## config.mk

```make
export PLATFORM = sky130hd
export DESIGN_NAME = slice_transposer
export DESIGN_NICKNAME = d
export VERILOG_FILES = /design/src/rtl/slice_transposer.sv
export SDC_FILE = /design/constraint.sdc
export NUM_CORES = 2
export LEC_CHECK = 0
export ABC_AREA = 0
export CAP_MARGIN = 0
export CORE_MARGIN = 8
export CORE_UTILIZATION = 43
export CTS_CLUSTER_DIAMETER = 80
export DETAILED_ROUTE_END_ITERATION = 10
export MAX_ROUTING_LAYER = met4
export PLACE_DENSITY = 0.56
export SYNTH_ARGS = -nofsm -noshare
export SYNTH_HDL_FRONTEND = slang
export SYNTH_SLANG_ARGS = --single-unit
```

## constraint.sdc

```tcl
create_clock -name clk -period 7.33 [get_ports clk]
set_input_delay 2.199 -clock clk [delete_from_list [all_inputs] [get_ports clk]]
set_output_delay 2.199 -clock clk [all_outputs]
set_load 0.02 [all_outputs]
```

## src/rtl/slice_transposer.sv

```systemverilog
// Lane-to-slice transposer: loads 25 lanes of 64 bits, then streams 64 slices of 25 bits
// alongside the previous slice. Build option: SLICE_TP_WRAP_EN (cyclic pre_slice at index 0).
//
// state   | meaning
// --------+---------------------------------------------------------------
// ST_LOAD | accepting lane words; each lane fills one bit column of the array
// ST_EMIT | presenting slice r_slice_cnt and its predecessor until accepted
module slice_transposer #(
  parameter int WIDTH = 25,
  parameter int DEPTH = 64,
  parameter int IDX_W = 6
) (
  input  logic             clk,
  input  logic             rst,
  input  logic             lane_valid,
  output logic             lane_ready,
  input  logic [DEPTH-1:0] lane_data,
  output logic             slice_valid,
  input  logic             slice_ready,
  output logic [WIDTH-1:0] curr_slice,
  output logic [WIDTH-1:0] pre_slice,
  output logic [IDX_W-1:0] slice_index,
  output logic             last_slice,
  output logic             done
);

  localparam int LANE_W = $clog2(WIDTH);

  typedef enum logic {
    ST_LOAD = 1'b0,
    ST_EMIT = 1'b1
  } state_t;

  state_t             r_state;
  state_t             w_state_nxt;
  logic [LANE_W-1:0]  r_lane_cnt;
  logic [IDX_W-1:0]   r_slice_cnt;
  logic               r_done;
  logic [WIDTH-1:0]   r_mem [DEPTH];

  logic               w_lane_acc;
  logic               w_slice_acc;
  logic               w_lane_last;
  logic               w_slice_last;
  logic               w_lane_ready;
  logic               w_slice_valid;
  logic [IDX_W-1:0]   w_pre_idx;
  logic [WIDTH-1:0]   w_pre_slice;

  assign w_lane_last  = (r_lane_cnt == LANE_W'(WIDTH - 1));
  assign w_slice_last = (r_slice_cnt == IDX_W'(DEPTH - 1));
  assign w_lane_acc   = lane_valid && w_lane_ready;
  assign w_slice_acc  = slice_ready && w_slice_valid;

  always_ff @(posedge clk or negedge rst) begin
    if (!rst) begin
      r_state <= ST_LOAD;
    end else begin
      r_state <= w_state_nxt;
    end
  end

  always_comb begin
    w_state_nxt   = r_state;
    w_lane_ready  = 1'b0;
    w_slice_valid = 1'b0;
    case (r_state)
      ST_LOAD: begin
        w_lane_ready = 1'b1;
        if (lane_valid && w_lane_last) begin
          w_state_nxt = ST_EMIT;
        end
      end
      ST_EMIT: begin
        w_slice_valid = 1'b1;
        if (slice_ready && w_slice_last) begin
          w_state_nxt = ST_LOAD;
        end
      end
      default: begin
        w_state_nxt = ST_LOAD;
      end
    endcase
  end

  always_ff @(posedge clk or negedge rst) begin
    if (!rst) begin
      r_lane_cnt <= '0;
    end else if (w_lane_acc) begin
      r_lane_cnt <= w_lane_last ? '0 : r_lane_cnt + LANE_W'(1);
    end
  end

  // Slice counter wraps naturally since DEPTH == 2**IDX_W.
  always_ff @(posedge clk or negedge rst) begin
    if (!rst) begin
      r_slice_cnt <= '0;
      r_done      <= 1'b0;
    end else begin
      r_done <= w_slice_acc && w_slice_last;
      if (w_slice_acc) begin
        r_slice_cnt <= r_slice_cnt + IDX_W'(1);
      end
    end
  end

  // Lane i lands in bit column i: bit z of the lane goes to slice z.
  always_ff @(posedge clk or negedge rst) begin
    if (!rst) begin
      for (int z = 0; z < DEPTH; z++) begin
        r_mem[z] <= '0;
      end
    end else if (w_lane_acc) begin
      for (int z = 0; z < DEPTH; z++) begin
        r_mem[z][r_lane_cnt] <= lane_data[z];
      end
    end
  end

  assign w_pre_idx = r_slice_cnt - IDX_W'(1);

`ifdef SLICE_TP_WRAP_EN
  assign w_pre_slice = r_mem[w_pre_idx];
`else
  assign w_pre_slice = (r_slice_cnt == '0) ? '0 : r_mem[w_pre_idx];
`endif

  assign lane_ready  = w_lane_ready;
  assign slice_valid = w_slice_valid;
  assign curr_slice  = r_mem[r_slice_cnt];
  assign pre_slice   = w_pre_slice;
  assign slice_index = r_slice_cnt;
  assign last_slice  = w_slice_valid && w_slice_last;
  assign done        = r_done;

endmodule
```

### Yosys cells after proc, flatten, opt, wreduce, memory -nomap -nowiden

Index checks and enable logic that the tools add are counted.

* input bits: 68
* register bits after elaboration: 1613
* output and inout port bits: 60
* word-level logic and storage cells: 167

* add/subtract/negate cells: 3
* muxes and demuxes: 79
* bitwise gates (word level): 3
* equal/unequal tests: 2
* magnitude comparators: 4
* reduce and logical (&&, ||, !) cells: 8

Operators by type and width (number)
* 25-bit bitwise mux: 64
* 25-bit binary-select mux with 6-bit select: 2
* 25-bit 2-to-1 mux: 5
* 7-bit >= comparator (second input constant): 2
* 6-bit NOT with 7-bit output: 2
* 1-bit logical AND: 7
* 6-bit by 1-bit adder with 6-bit output (second input constant): 1
* 6-bit equality test (second input constant): 1
* 6-bit logical NOT: 1
* 5-bit by 6-bit < comparator with 1-bit output (second input constant): 1
* 6-bit by 1-bit subtractor with 6-bit output (second input constant): 1
* 5-bit by 1-bit adder with 5-bit output (second input constant): 1
* 1-bit demux with 5-bit select: 1
* 5-bit equality test (second input constant): 1
* 5-bit by 1-bit >= comparator with 1-bit output (second input constant): 1
* 1-bit 2-to-1 mux: 5
* 5-bit 2-to-1 mux: 1
* 1-bit one-hot mux with 2 select lines: 1
* 1-bit NOT: 1

### Longest topological paths before layout

* depth after elaboration: 6
* depth in mapped cells: 18
* mapped depth without buffers: 8

### Worst setup path before layout

OpenSTA, ideal clock, no wires.

* path type: register to output
* from: register r_slice_cnt[0] (netlist: slice_index[0])
* to: output pre_slice[22]
* cell stages (with the launch flop): 19
* setup slack: 0.925 ns
* arrival time: 4.206 ns
* data required time: 5.131 ns
* path buffers: 11
* cell sequence: dfrtp_1 -> buf_2 -> buf_4 -> buf_2 -> buf_2 -> buf_2 -> buf_4 -> inv_1 -> ha_1 -> clkbuf_1 -> clkbuf_1 -> buf_2 -> buf_1 -> clkbuf_1 -> mux4_2 -> nand2_1 -> nand2_1 -> nand3_1 -> o211ai_1

* word-level cells in the longest chain between the ends: 6
* elaborated cells on any way between the ends: 7
* classes of those cells: add/sub (1); mux (4); bitwise (1); reduce/logical (1)

RTL lines
* start: declaration: line 37 `logic [IDX_W-1:0] r_slice_cnt;`
* start signal: assignment: line 102 `r_slice_cnt <= r_slice_cnt + IDX_W'(1);`
* 6-bit by 1-bit subtractor with 6-bit output: line 120 `assign w_pre_idx = r_slice_cnt - IDX_W'(1);`
* via w_pre_idx[0]: line 47 `logic [IDX_W-1:0] w_pre_idx;`
* 6-bit NOT with 7-bit output (implied by the code): line 125 `assign w_pre_slice = (r_slice_cnt == '0) ? '0 : r_mem[w_pre_idx];`
* 25-bit binary-select mux with 6-bit select: line 125
* 25-bit 2-to-1 mux (implied by the code) (2 in a row): line 125
* 25-bit 2-to-1 mux: line 125
* end: declaration: line 21 `output logic [WIDTH-1:0] pre_slice,`

The timed path passes the listed nets, and every way through them passes these cells. The select of a mux whose other input is x is not followed.

### Worst setup path in the final report

* from: register r_slice_cnt[2] (netlist: slice_index[2])
* to: output pre_slice[6]

* word-level cells in the longest chain between the ends: 6
* elaborated cells on any way between the ends: 7
* classes of those cells: add/sub (1); mux (4); bitwise (1); reduce/logical (1)

RTL lines (line)
* 6-bit by 1-bit subtractor with 6-bit output: 120
* 6-bit NOT with 7-bit output (implied by the code): 125
* 25-bit binary-select mux with 6-bit select: 125
* 25-bit 2-to-1 mux (implied by the code) (2 in a row): 125
* 25-bit 2-to-1 mux *: 125

Mark *: on every way between the ends. The rest lies on a longest branch, timed or not. The select of a mux whose other input is x is not followed.

==> run_results.csv <==
group,metric,value,unit
yosys,async_flop_share,1.00,
cts,cts_buffers,179,
sta,fin_crit_sh,0.980,
detailed_routing,routedWlPerCell,33.2,um
detailed_routing,drcViolationCount,0,
worst_setup_path,worstPathRequired,5.13,ns
sta,whs,0.521,ns
detailed_routing,vias,55300,
worst_setup_path,setup.worst_path.start,"slice_index[2]$_DFFE_PN0P_",
worst_hold_path,min_from,"r_mem[1059]$_DFFE_PN0P_",
detailed_routing,ant_nets,0,
yosys,synth-seq-cells,1613,
grt,grt_max_degree,152,
yosys,synth_compound_area_frac,0.0326,
cts,cts_tree,"done",
sta,slew_headroom,0.219,
yosys,synth_xor_area_frac,0.00122,
grt,grt_pass1_wl,418000,um
cts,cts_resized,0,
yosys,synth_edf_count,0,
run,drv_cap,0,
sta,fin_tns_setup,0,ns
detailed_routing,drt_first_pass_iters,6,
floorplan,rows,164,
power_and_ir_drop,power_leakage,41.9,nW
cts,cts_setup_buffers,0,
yosys,synth_top_family_by_area,"multiplexers",
sta,maxSlewViolCount,0,
yosys,yosysMostFrequentCell,"mux2_2",
yosys,yosys.area_share.adder,0.000873,
cts,htree_levels,4,
sta,final-setup-viol-count,0,
yosys,synth_top_area_share,0.470,
worst_setup_path,crit_path_max_fanout,27,
outcome,status,"complete, no violations",
floorplan,initial_core_util,0.431,
worst_setup_path,reg2reg_from,"r_state$_DFF_PN0_",
yosys,postSynthCellCount,5810,
yosys,synth_top_cell_by_area,"dfrtp_1",
detailed_routing,drt_iter0_markers,5126,
layout,fillers,17000,
grt,overflow,0,
floorplan,die_h,463,um
placement,gp_congestion,0.833,
power_and_ir_drop,fin_total_pwr,0.0499,W
grt,global_route.usage.met2,0.402,
grt,grt_pass1_vias,56500,
yosys,synth_mux_area_frac,0.433,
yosys,synth.distinct_cells,51,
layout,synthToLayoutAreaGrowth,12.7,%
layout,fin_nets,5825,
yosys,synth.area.top_cells,"dfrtp_1 47%, mux2_2 22%, mux4_2 21%",
power_and_ir_drop,ir_drop,507,uV
layout,drive_gt1_frac,0.516,
detailed_routing,viasPerCell,6.46,
yosys,ys_seq_area_frac,0.470,
yosys,yosys.area_share.simple,0.0348,
sta,fmax,139,MHz
yosys,syn-mean-instance-area,14.8,um^2
sta,setup_slack,0.146,ns
floorplan,core-area,199000,um^2
worst_setup_path,worstSetupPathType,"reg -> out",
grt,use_met1,0.373,
placement,detailedPlace.worstSlack,0.947,ns
cts,worstSkewPairLatency,0.84,ns
sta,finalHoldViolCount,0,
yosys,ys_warn_count,0,
cts,path_clk_slew,0.06,ns
placement,dp_hpwl,172000,um
sta,rsz0062_at_grt,"false",
sta,fin_skew,0.0219,ns
yosys,synth.cell_area,86000,um^2
floorplan,die_area,214000,um^2
layout,fin_util,0.486,
yosys,synth_common_cells,"1642 x mux2_2, 1613 x dfrtp_1, 790 x mux4_2, 423 x clkbuf_1, 376 x nand2_1",
worst_setup_path,start_kind,"flip-flop",
grt,busiest_layer,"met2",
floorplan,ios,128,
grt,met3_usage,0.0520,
yosys,syn_nets,5884,
grt,antenna_found_initial,13,
cts,ctsHoldBuffers,0,
cts,cts.sinks,1613,
sta,worst_slew_pin_slew,1.17,ns
cts,cts_root_buf,"clkbuf_16",
worst_setup_path,end_kind,"output pin",
yosys,synth_ff_type,"dfrtp_1",
worst_setup_path,worstPathArrival,4.99,ns
floorplan,fp.dieW,463,um
sta,finalCriticalPeriod,7.18,ns
cts,max-clock-path-buffers,3,
grt,grtUsageTotal,0.268,
power_and_ir_drop,cellPowerDensity,515,nW/um^2
worst_hold_path,hp-class,"reg -> reg",
detailed_routing,wl,285000,um
placement,port-buffer-count,127,
per-layer routing:
| layer | routed length, um | up-vias |
|---|---|---|
| met5 | 0 | - |
| met4 | 9330 | 0 |
| met3 | 20000 | 481 |
| met2 | 132000 | 2113 |
| met1 | 123000 | 30400 |
| li1 | - | 22300 |
critical path, cell delays in order (launching register included):
cell and delay, ns:
dfrtp_4 0.71, or3_1 0.51, or4_1 0.49, and2_2 0.47, buf_4 0.35, nor4_2 0.77, a21oi_1 0.08, o211ai_1 0.48
buf_4 0.24
registers in the layout (all words and copies together), names as in the netlist:
name / cells
done: 1
r_lane_cnt: 5
r_mem: 1600
r_state: 1
slice_index: 6
cell usage in the layout (no fill, tap or decap), types with 27 or more instances in the layout:
master | netlist | final
a21oi_1 | 120 | 120
a221oi_1 | 36 | 36
a22oi_1 | 88 | 87
and2_1 | 31 | 29
and3_1 | 48 | 48
buf_12 | 0 | 46
buf_4 | 6 | 213
clkbuf_1 | 423 | 53
clkbuf_16 | 0 | 185
clkbuf_8 | 0 | 53
clkdlybuf4s50_1 | 0 | 91
dfrtp_1 | 1613 | 1607
mux2_2 | 1642 | 1642
mux2i_1 | 92 | 92
mux4_2 | 790 | 790
nand2_1 | 376 | 359
nand3_1 | 86 | 86
o211ai_1 | 27 | 27
o21ai_0 | 54 | 54
metrics by stage:
stage | cells | instance area [um^2]
2_1_floorplan | 5810 | 86000
3_3_place_gp | 8226 | 90600
3_5_place_dp | 8226 | 90600
4_1_cts | 8557 | 96800
5_1_grt | 8559 | 96900
6_report | 8561 | 96900
area by class of cell:
type | count | area, um^2 | area share
multi-input combinational | 3599 | 43500 | 0.449
sequential | 1613 | 40400 | 0.417
clock buffer | 291 | 5560 | 0.0574
timing repair buffer | 352 | 3460 | 0.0357
tap | 2656 | 3320 | 0.0343
clock inverter | 40 | 629 | 0.00650
inverter | 6 | 22.5 | 0.000232
antenna | 4 | 10.0 | 0.000103
kinds of logic (layout without fill, tap and decap cells):
group,after synthesis,after routing
mux,2524,2524
compound gates,416,416
buf+inv,598,689
flops,1613,1613
other cells,0,4
simple gates,641,641
xor+xnor,12,12
fa+ha+maj,6,6
power by group:
part           total, W  switching (W)  internal (W)
clock           0.00951        0.00385       0.00566
combinational    0.0250         0.0127        0.0122
sequential       0.0154        0.00279        0.0126
path summary, 6_finish.rpt:
check,end,slack (ns),cells past startpoint
max,pre_slice[6],0.15,8
max in group asynchronous,r_mem[1332]$_DFFE_PN0P_,4.45,2
min reg2reg,r_mem[1059]$_DFFE_PN0P_,0.52,1
min in group asynchronous,r_mem[1150]$_DFFE_PN0P_,1.35,1
min,r_mem[1059]$_DFFE_PN0P_,0.52,1
max reg2reg,r_mem[627]$_DFFE_PN0P_,3.93,5
No activity file was read; power rests on OpenSTA's default activity.
